==> config.mk <==
export PLATFORM = sky130hd
export DESIGN_NAME = syzygy_adc_capture_ctrl_flat
export DESIGN_NICKNAME = d
export VERILOG_FILES = /design/src/rtl/syzygy_adc_pkg.sv /design/src/rtl/syzygy_adc_if.sv /design/src/rtl/syzygy_adc_enc_gated.sv /design/src/rtl/syzygy_adc_capture_ctrl.sv /design/src/flat_wrapper.sv
export SDC_FILE = /design/constraint.sdc
export NUM_CORES = 1
export LEC_CHECK = 0
export CORE_MARGIN = 8
export CORE_UTILIZATION = 51
export CTS_CLUSTER_DIAMETER = 60
export DETAILED_ROUTE_END_ITERATION = 7
export PLACE_DENSITY = 0.87
export REMOVE_ABC_BUFFERS = 1
export SYNTH_ARGS = -nofsm -noshare
export SYNTH_HDL_FRONTEND = slang
export SYNTH_SLANG_ARGS = --single-unit
==> constraint.sdc <==
create_clock -name clk -period 2.8 [get_ports clk]
set_input_delay 0.42 -clock clk [delete_from_list [all_inputs] [get_ports clk]]
set_output_delay 0.42 -clock clk [all_outputs]
set_load 0.01 [all_outputs]
==> src/rtl/syzygy_adc_pkg.sv <==
// Shared definitions for the SYZYGY ADC capture path: FSM state encoding,
// default counter width and the pipeline latency of each supported ADC part.
package syzygy_adc_pkg;

  typedef enum logic [1:0] {
    ST_IDLE    = 2'd0,
    ST_WARMUP  = 2'd1,
    ST_CAPTURE = 2'd2,
    ST_DONE    = 2'd3
  } state_e;

  typedef enum logic [0:0] {
    ADC_PART_GENERIC = 1'b0,
    ADC_PART_AD9648  = 1'b1
  } adc_part_e;

  localparam int DATA_W_DEFAULT         = 12;
  localparam int COUNT_W_DEFAULT        = 16;
  localparam int LATENCY_GENERIC        = 8;
  localparam int LATENCY_AD9648         = 10;
  localparam int LATENCY_DEFAULT        = LATENCY_GENERIC;

  // Encode-cycle pipeline latency of a given ADC part.
  function automatic int latency_for_part(input adc_part_e part);
    case (part)
      ADC_PART_AD9648: return LATENCY_AD9648;
      default:         return LATENCY_GENERIC;
    endcase
  endfunction

endpackage

==> src/rtl/syzygy_adc_if.sv <==
// Bundle between host/ADC environment and the capture controller.
// slave = controller side, master = environment side.
interface syzygy_adc_if #(
  parameter int DATA_W  = syzygy_adc_pkg::DATA_W_DEFAULT,
  parameter int COUNT_W = syzygy_adc_pkg::COUNT_W_DEFAULT
);
  logic               start;
  logic               abort;
  logic [COUNT_W-1:0] sample_count;
  logic [DATA_W-1:0]  adc_data;
  logic               enc_en;
  logic [DATA_W-1:0]  out_data;
  logic               out_valid;
  logic               out_ready;
  logic               busy;
  logic               done;
  logic               overflow;
  logic               enc_clk_p;
  logic               enc_clk_n;

  modport slave (
    input  start, abort, sample_count, adc_data, out_ready,
    output enc_en, out_data, out_valid, busy, done, overflow,
           enc_clk_p, enc_clk_n
  );

  modport master (
    output start, abort, sample_count, adc_data, out_ready,
    input  enc_en, out_data, out_valid, busy, done, overflow,
           enc_clk_p, enc_clk_n
  );
endinterface

==> src/rtl/syzygy_adc_enc_gated.sv <==
// Encode clock output stage: behavioural ODDR (D1=enc_en, D2=0) followed by
// a differential buffer. D1 is captured on the rising edge and shown during
// the high phase; the low phase always carries D2=0, so gating never glitches.
module syzygy_adc_enc_gated (
  input  logic clk,
  input  logic rst_n,
  input  logic enc_en,
  output logic enc_clk_p,
  output logic enc_clk_n
);

  logic d1_d;
  logic d1_q;

  // Next value of the rising-edge data register.
  always_comb begin
    d1_d = enc_en;
  end

  // Rising-edge capture of D1.
  // NOTE: sequential state uses non-blocking assignments so every flop
  // samples pre-edge values regardless of process evaluation order.
  always_ff @(posedge clk) begin
    if (!rst_n) d1_q <= 1'b0;
    else        d1_q <= d1_d;
  end

  assign enc_clk_p = clk ? d1_q : 1'b0;
  assign enc_clk_n = ~enc_clk_p;

endmodule

==> src/rtl/syzygy_adc_capture_ctrl.sv <==
// ADC burst sequencer: on start, enables the encode clock, waits out the ADC
// pipeline latency, forwards exactly N samples and pulses done.
// One flat FSM with a single down-counter reloaded on every state entry.
module syzygy_adc_capture_ctrl
  import syzygy_adc_pkg::*;
#(
  parameter int DATA_W  = DATA_W_DEFAULT,
  parameter int COUNT_W = COUNT_W_DEFAULT,
  parameter int LATENCY = LATENCY_DEFAULT
) (
  input  logic              clk,
  input  logic              rst_n,
  syzygy_adc_if.slave       bus
);

  state_e             state_q, state_d;
  logic [COUNT_W-1:0] cnt_q, cnt_d;
  logic [COUNT_W-1:0] n_q, n_d;
  logic               enc_en_q, enc_en_d;
  logic [DATA_W-1:0]  out_data_q, out_data_d;
  logic               out_valid_q, out_valid_d;
  logic               busy_q, busy_d;
  logic               done_q, done_d;
  logic               overflow_q, overflow_d;

  // Next-state, counter and registered-output logic.
  // NOTE: every signal gets a default first so no path can infer a latch.
  always_comb begin
    state_d     = state_q;
    cnt_d       = cnt_q;
    n_d         = n_q;
    out_data_d  = out_data_q;
    out_valid_d = 1'b0;
    overflow_d  = overflow_q | (out_valid_q & ~bus.out_ready);

    case (state_q)
      ST_IDLE: begin
        if (bus.start && !bus.abort) begin
          n_d        = bus.sample_count;
          overflow_d = 1'b0;
          if (bus.sample_count == '0) begin
            state_d = ST_DONE;
            cnt_d   = '0;
          end else begin
            state_d = ST_WARMUP;
            cnt_d   = COUNT_W'(LATENCY);
          end
        end
      end
      ST_WARMUP: begin
        if (cnt_q == COUNT_W'(1)) begin
          state_d = ST_CAPTURE;
          cnt_d   = n_q;
        end else begin
          cnt_d = cnt_q - COUNT_W'(1);
        end
      end
      ST_CAPTURE: begin
        out_data_d  = bus.adc_data;
        out_valid_d = 1'b1;
        if (cnt_q == COUNT_W'(1)) begin
          state_d = ST_DONE;
          cnt_d   = '0;
        end else begin
          cnt_d = cnt_q - COUNT_W'(1);
        end
      end
      ST_DONE: begin
        state_d = ST_IDLE;
      end
      default: begin
        state_d = ST_IDLE;
        cnt_d   = '0;
      end
    endcase

    // Abort drops straight back to idle: no done, no further beats,
    // overflow left as it is.
    if (bus.abort && (state_q != ST_IDLE)) begin
      state_d     = ST_IDLE;
      cnt_d       = '0;
      out_data_d  = out_data_q;
      out_valid_d = 1'b0;
    end

    enc_en_d = (state_d == ST_WARMUP) || (state_d == ST_CAPTURE);
    busy_d   = (state_d != ST_IDLE);
    done_d   = (state_d == ST_DONE);
  end

  // State, counter and output registers with synchronous active-low reset.
  always_ff @(posedge clk) begin
    if (!rst_n) begin
      state_q     <= ST_IDLE;
      cnt_q       <= '0;
      n_q         <= '0;
      enc_en_q    <= 1'b0;
      out_data_q  <= '0;
      out_valid_q <= 1'b0;
      busy_q      <= 1'b0;
      done_q      <= 1'b0;
      overflow_q  <= 1'b0;
    end else begin
      state_q     <= state_d;
      cnt_q       <= cnt_d;
      n_q         <= n_d;
      enc_en_q    <= enc_en_d;
      out_data_q  <= out_data_d;
      out_valid_q <= out_valid_d;
      busy_q      <= busy_d;
      done_q      <= done_d;
      overflow_q  <= overflow_d;
    end
  end

  assign bus.enc_en    = enc_en_q;
  assign bus.out_data  = out_data_q;
  assign bus.out_valid = out_valid_q;
  assign bus.busy      = busy_q;
  assign bus.done      = done_q;
  assign bus.overflow  = overflow_q;

  syzygy_adc_enc_gated u_enc (
    .clk       (clk),
    .rst_n     (rst_n),
    .enc_en    (enc_en_q),
    .enc_clk_p (bus.enc_clk_p),
    .enc_clk_n (bus.enc_clk_n)
  );

endmodule

==> src/flat_wrapper.sv <==
// flat-port wrapper written by rule: the top's interface ports become plain ports
module syzygy_adc_capture_ctrl_flat import syzygy_adc_pkg::*;
#(
  parameter int DATA_W  = DATA_W_DEFAULT,
  parameter int COUNT_W = COUNT_W_DEFAULT,
  parameter int LATENCY = LATENCY_DEFAULT
)
  (clk, rst_n, bus_start, bus_abort, bus_sample_count, bus_adc_data, bus_out_ready, bus_enc_en, bus_out_data, bus_out_valid, bus_busy, bus_done, bus_overflow, bus_enc_clk_p, bus_enc_clk_n);
  syzygy_adc_if #(.DATA_W(DATA_W), .COUNT_W(COUNT_W)) bus_i ();
  input  logic clk;
  input  logic rst_n;
  input wire logic [$bits(bus_i.start)-1:0] bus_start;
  input wire logic [$bits(bus_i.abort)-1:0] bus_abort;
  input wire logic [$bits(bus_i.sample_count)-1:0] bus_sample_count;
  input wire logic [$bits(bus_i.adc_data)-1:0] bus_adc_data;
  input wire logic [$bits(bus_i.out_ready)-1:0] bus_out_ready;
  output wire logic [$bits(bus_i.enc_en)-1:0] bus_enc_en;
  output wire logic [$bits(bus_i.out_data)-1:0] bus_out_data;
  output wire logic [$bits(bus_i.out_valid)-1:0] bus_out_valid;
  output wire logic [$bits(bus_i.busy)-1:0] bus_busy;
  output wire logic [$bits(bus_i.done)-1:0] bus_done;
  output wire logic [$bits(bus_i.overflow)-1:0] bus_overflow;
  output wire logic [$bits(bus_i.enc_clk_p)-1:0] bus_enc_clk_p;
  output wire logic [$bits(bus_i.enc_clk_n)-1:0] bus_enc_clk_n;
  assign bus_i.start = bus_start;
  assign bus_i.abort = bus_abort;
  assign bus_i.sample_count = bus_sample_count;
  assign bus_i.adc_data = bus_adc_data;
  assign bus_i.out_ready = bus_out_ready;
  assign bus_enc_en = bus_i.enc_en;
  assign bus_out_data = bus_i.out_data;
  assign bus_out_valid = bus_i.out_valid;
  assign bus_busy = bus_i.busy;
  assign bus_done = bus_i.done;
  assign bus_overflow = bus_i.overflow;
  assign bus_enc_clk_p = bus_i.enc_clk_p;
  assign bus_enc_clk_n = bus_i.enc_clk_n;
  syzygy_adc_capture_ctrl #(.DATA_W(DATA_W), .COUNT_W(COUNT_W), .LATENCY(LATENCY)) u_core (.clk(clk), .rst_n(rst_n), .bus(bus_i));
endmodule
==> impl_metrics.toml <==
[run_status]
outcome = "complete, no violations"

[timing]
hold_viol = 0
setup_tns_ps = 0
tightest_slew_ps = 545
finalSetupViolations = 0
skew_ps = 8.97
max_slew_margin_pct = 63.7
drv_slew = 0
whs_ps = 470
rsz0062_at_grt = "no"

[route]
drc = 0
drtIter0Drc = 312
ant_nets = 0
avgRoutedWirePerCell_microns = 18.1
vias = 2629
dr.pass1.iters = 5
drt-total-wl_mm = 7.96
avgViaCountPerCell = 5.98

[worst_setup_path]
crit_type = "clock port to output pin"
startpoint = "clk"
worst-path-max-fanout = 2
r2r_start = "u_core.state_q[0]"
r2r_cells = 7
crit_required_ps = 2380
end_kind = "output pin"
rrSetupSlack_ps = 420
cp.arrival_ps = 2320
r2r-end = "u_core.cnt_q[15]"
worstSetupStartpointType = "clock port"

[global_routing]
antenna_found_initial = 0
grt_pass1_wl_mm = 13.1
grt_use_total_pct = 22.3
grt-ovfl-total = 0
first_global_vias = 2731
grt_max_degree = 41

[final_layout]
final_common_cell = "nand2_1"
final_cells = 440
final_area_sq_um = 3380
fin_util_pct = 67.5
areaGrowthSynthToFinish_pct = 29.7
drive_gt1_share_pct = 8.38
final_cell_mix = "nand2_1 (66), dfxtp_1 (52), clkdlybuf4s50_1 (49)"
antenna_cells = 0
finalNetCount = 411

[synth]
synthAdderAreaFrac_pct = 3.36
ys_seq_area_share_pct = 39.9
syn_area_sq_um = 2610
synth-simple-area-share_pct = 27.3
ys.flop_type = "dfxtp_1"
synthMuxAreaShare_pct = 0
synth_top_family_by_area = "simple AND/OR/NAND/NOR gates"
ys_seq_elements = 52
synthXorXnorAreaFrac_pct = 0.336
synth_cell_type_count = 52
netlist_instances = 318
synth_enable_flop_cells = 0
ys_warn_count = 0
synth_compound_area_share_pct = 24.2
syn_area_per_cell_sq_um = 8.20
async_flop_share_pct = 0

[clocking]
cts_setup_buffers = 0
cts_tree = "yes"
clk_pin_slew_ps = 90
worstSkewPairLatency_ps = 420
holdBufCountCts = 0
post_cts_resize_count = 15

[power_and_ir_drop]
vdd_drop_max_mv = 0.611
powerDensity_nw_per_um2 = 731
p_leak_uw = 0.00128

[placement]
dpl.cell_count = 426
routabilityCongestion = 0.968
portBuffers = 51
place_hpwl_mm = 5.17
postPlaceCellArea_sq_um = 3160

[min_path]
min_to = "u_core.bus.out_data[11]"
min_path_cells = 2
hp-start = "u_core.bus.out_data[11]"
min-delay-path-class = "flip-flop to flip-flop"

[floorplanning]
core_area_sq_um = 5010
die_area_sq_um = 7660
die_w_microns = 87.5
pin_count = 52
rows = 26
start_util_pct = 52.0
die_h_microns = 87.5

[run]
drv_cap = 0
==> layout make-up <==
cell class                 instances  area (sq um)
timing repair buffer              55           536
tap                               70          87.6
clock buffer                      15           201
fill                             367          1630
sequential                        52          1040
multi-input combinational        236          1450
clock inverter                     2          33.8
inverter                          10          37.5
==> synth_stat cells (2+ instances only) <==
cell type / n / area (sq um)
a22o_1: 3 / 26.3
nand2_1: 67 / 251
clkbuf_2: 2 / 10.0
clkbuf_1: 12 / 45.0
inv_1: 11 / 41.3
and2_1: 9 / 56.3
nor3_1: 8 / 40.0
a21boi_0: 29 / 218
nor4_4: 2 / 42.5
a21o_1: 2 / 15.0
or3_1: 4 / 25.0
nand4_1: 2 / 12.5
o31ai_1: 4 / 30.0
o21ai_0: 16 / 80.1
or4_1: 3 / 22.5
o41ai_1: 2 / 17.5
a211o_1: 3 / 26.3
a21oi_1: 7 / 35.0
dfxtp_1: 52 / 1040
a32oi_1: 2 / 17.5
or3_4: 2 / 22.5
o2bb2ai_1: 4 / 35.0
buf_2: 2 / 10.0
nor4_1: 8 / 50.1
nor2b_1: 3 / 18.8
ha_1: 7 / 87.6
and3_1: 5 / 31.3
nand3_1: 6 / 30.0
a31oi_1: 5 / 31.3
nor2_1: 13 / 48.8
and4_1: 2 / 17.5
==> critical path: stages <==
cell	delay, ps
clkbuf_8	110
clkbuf_8	120
clkbuf_8	120
clkbuf_8	120
clkbuf_8	120
nand2_4	60
clkbuf_8	120
inv_2	30
buf_6	110
==> power by group <==
group	leakage, uW	switching [uW]	total, uW	internal (uW)
registers	0.000422	54.7	863	809
clock network	0.000137	313	776	463
logic	0.000717	466	832	366
==> flip-flops by register name, summed over array words and instances, names as in the netlist <==
register / count
u_core.n_q: 16
u_core.bus.out_valid: 1
u_core.bus.overflow: 1
u_core.cnt_q: 16
u_core.bus.busy: 1
u_core.bus.done: 1
u_core.u_enc.d1_q: 1
u_core.bus.out_data: 12
u_core.bus.enc_en: 1
u_core.state_q: 2
==> worst max-delay path by stage <==
stage | end | slack, ps
final | bus_enc_clk_p | 60
after floorplan | u_core.bus.enc_en | 640
after CTS | bus_enc_clk_p | 60
after global placement | u_core.cnt_q[15] | 390
after detailed placement | u_core.cnt_q[15] | 350
after global routing | bus_enc_clk_p | 30
==> routing by layer <==
metal	part of all wire, %	GRT usage, %	vias to the layer above
met1	39	23.0	1231
met5	0	0	-
li1	-	-	1232
met2	48	35.7	137
met3	9.1	9.91	29
met4	3.5	15.5	0
==> stage by stage <==
step	setup WS, ps	power (uW)
2_1_floorplan	640	1410
3_3_place_gp	390	1660
3_5_place_dp	352	1690
4_1_cts	63.6	2450
5_1_grt	31.0	2590
6_report	64.1	2470
==> cells by family (layout without fill, tap and decap cells) <==
kind of cell               Yosys count  in the layout
AOI/OAI and AO/OA                   89             89
xor gates and xnor gates             1              1
adders and majority gates            7              7
buffers and inverters               30             82
DFF                                 52             52
and+or+nand+nor                    139            139
No activity file was read; power rests on OpenSTA's default activity.
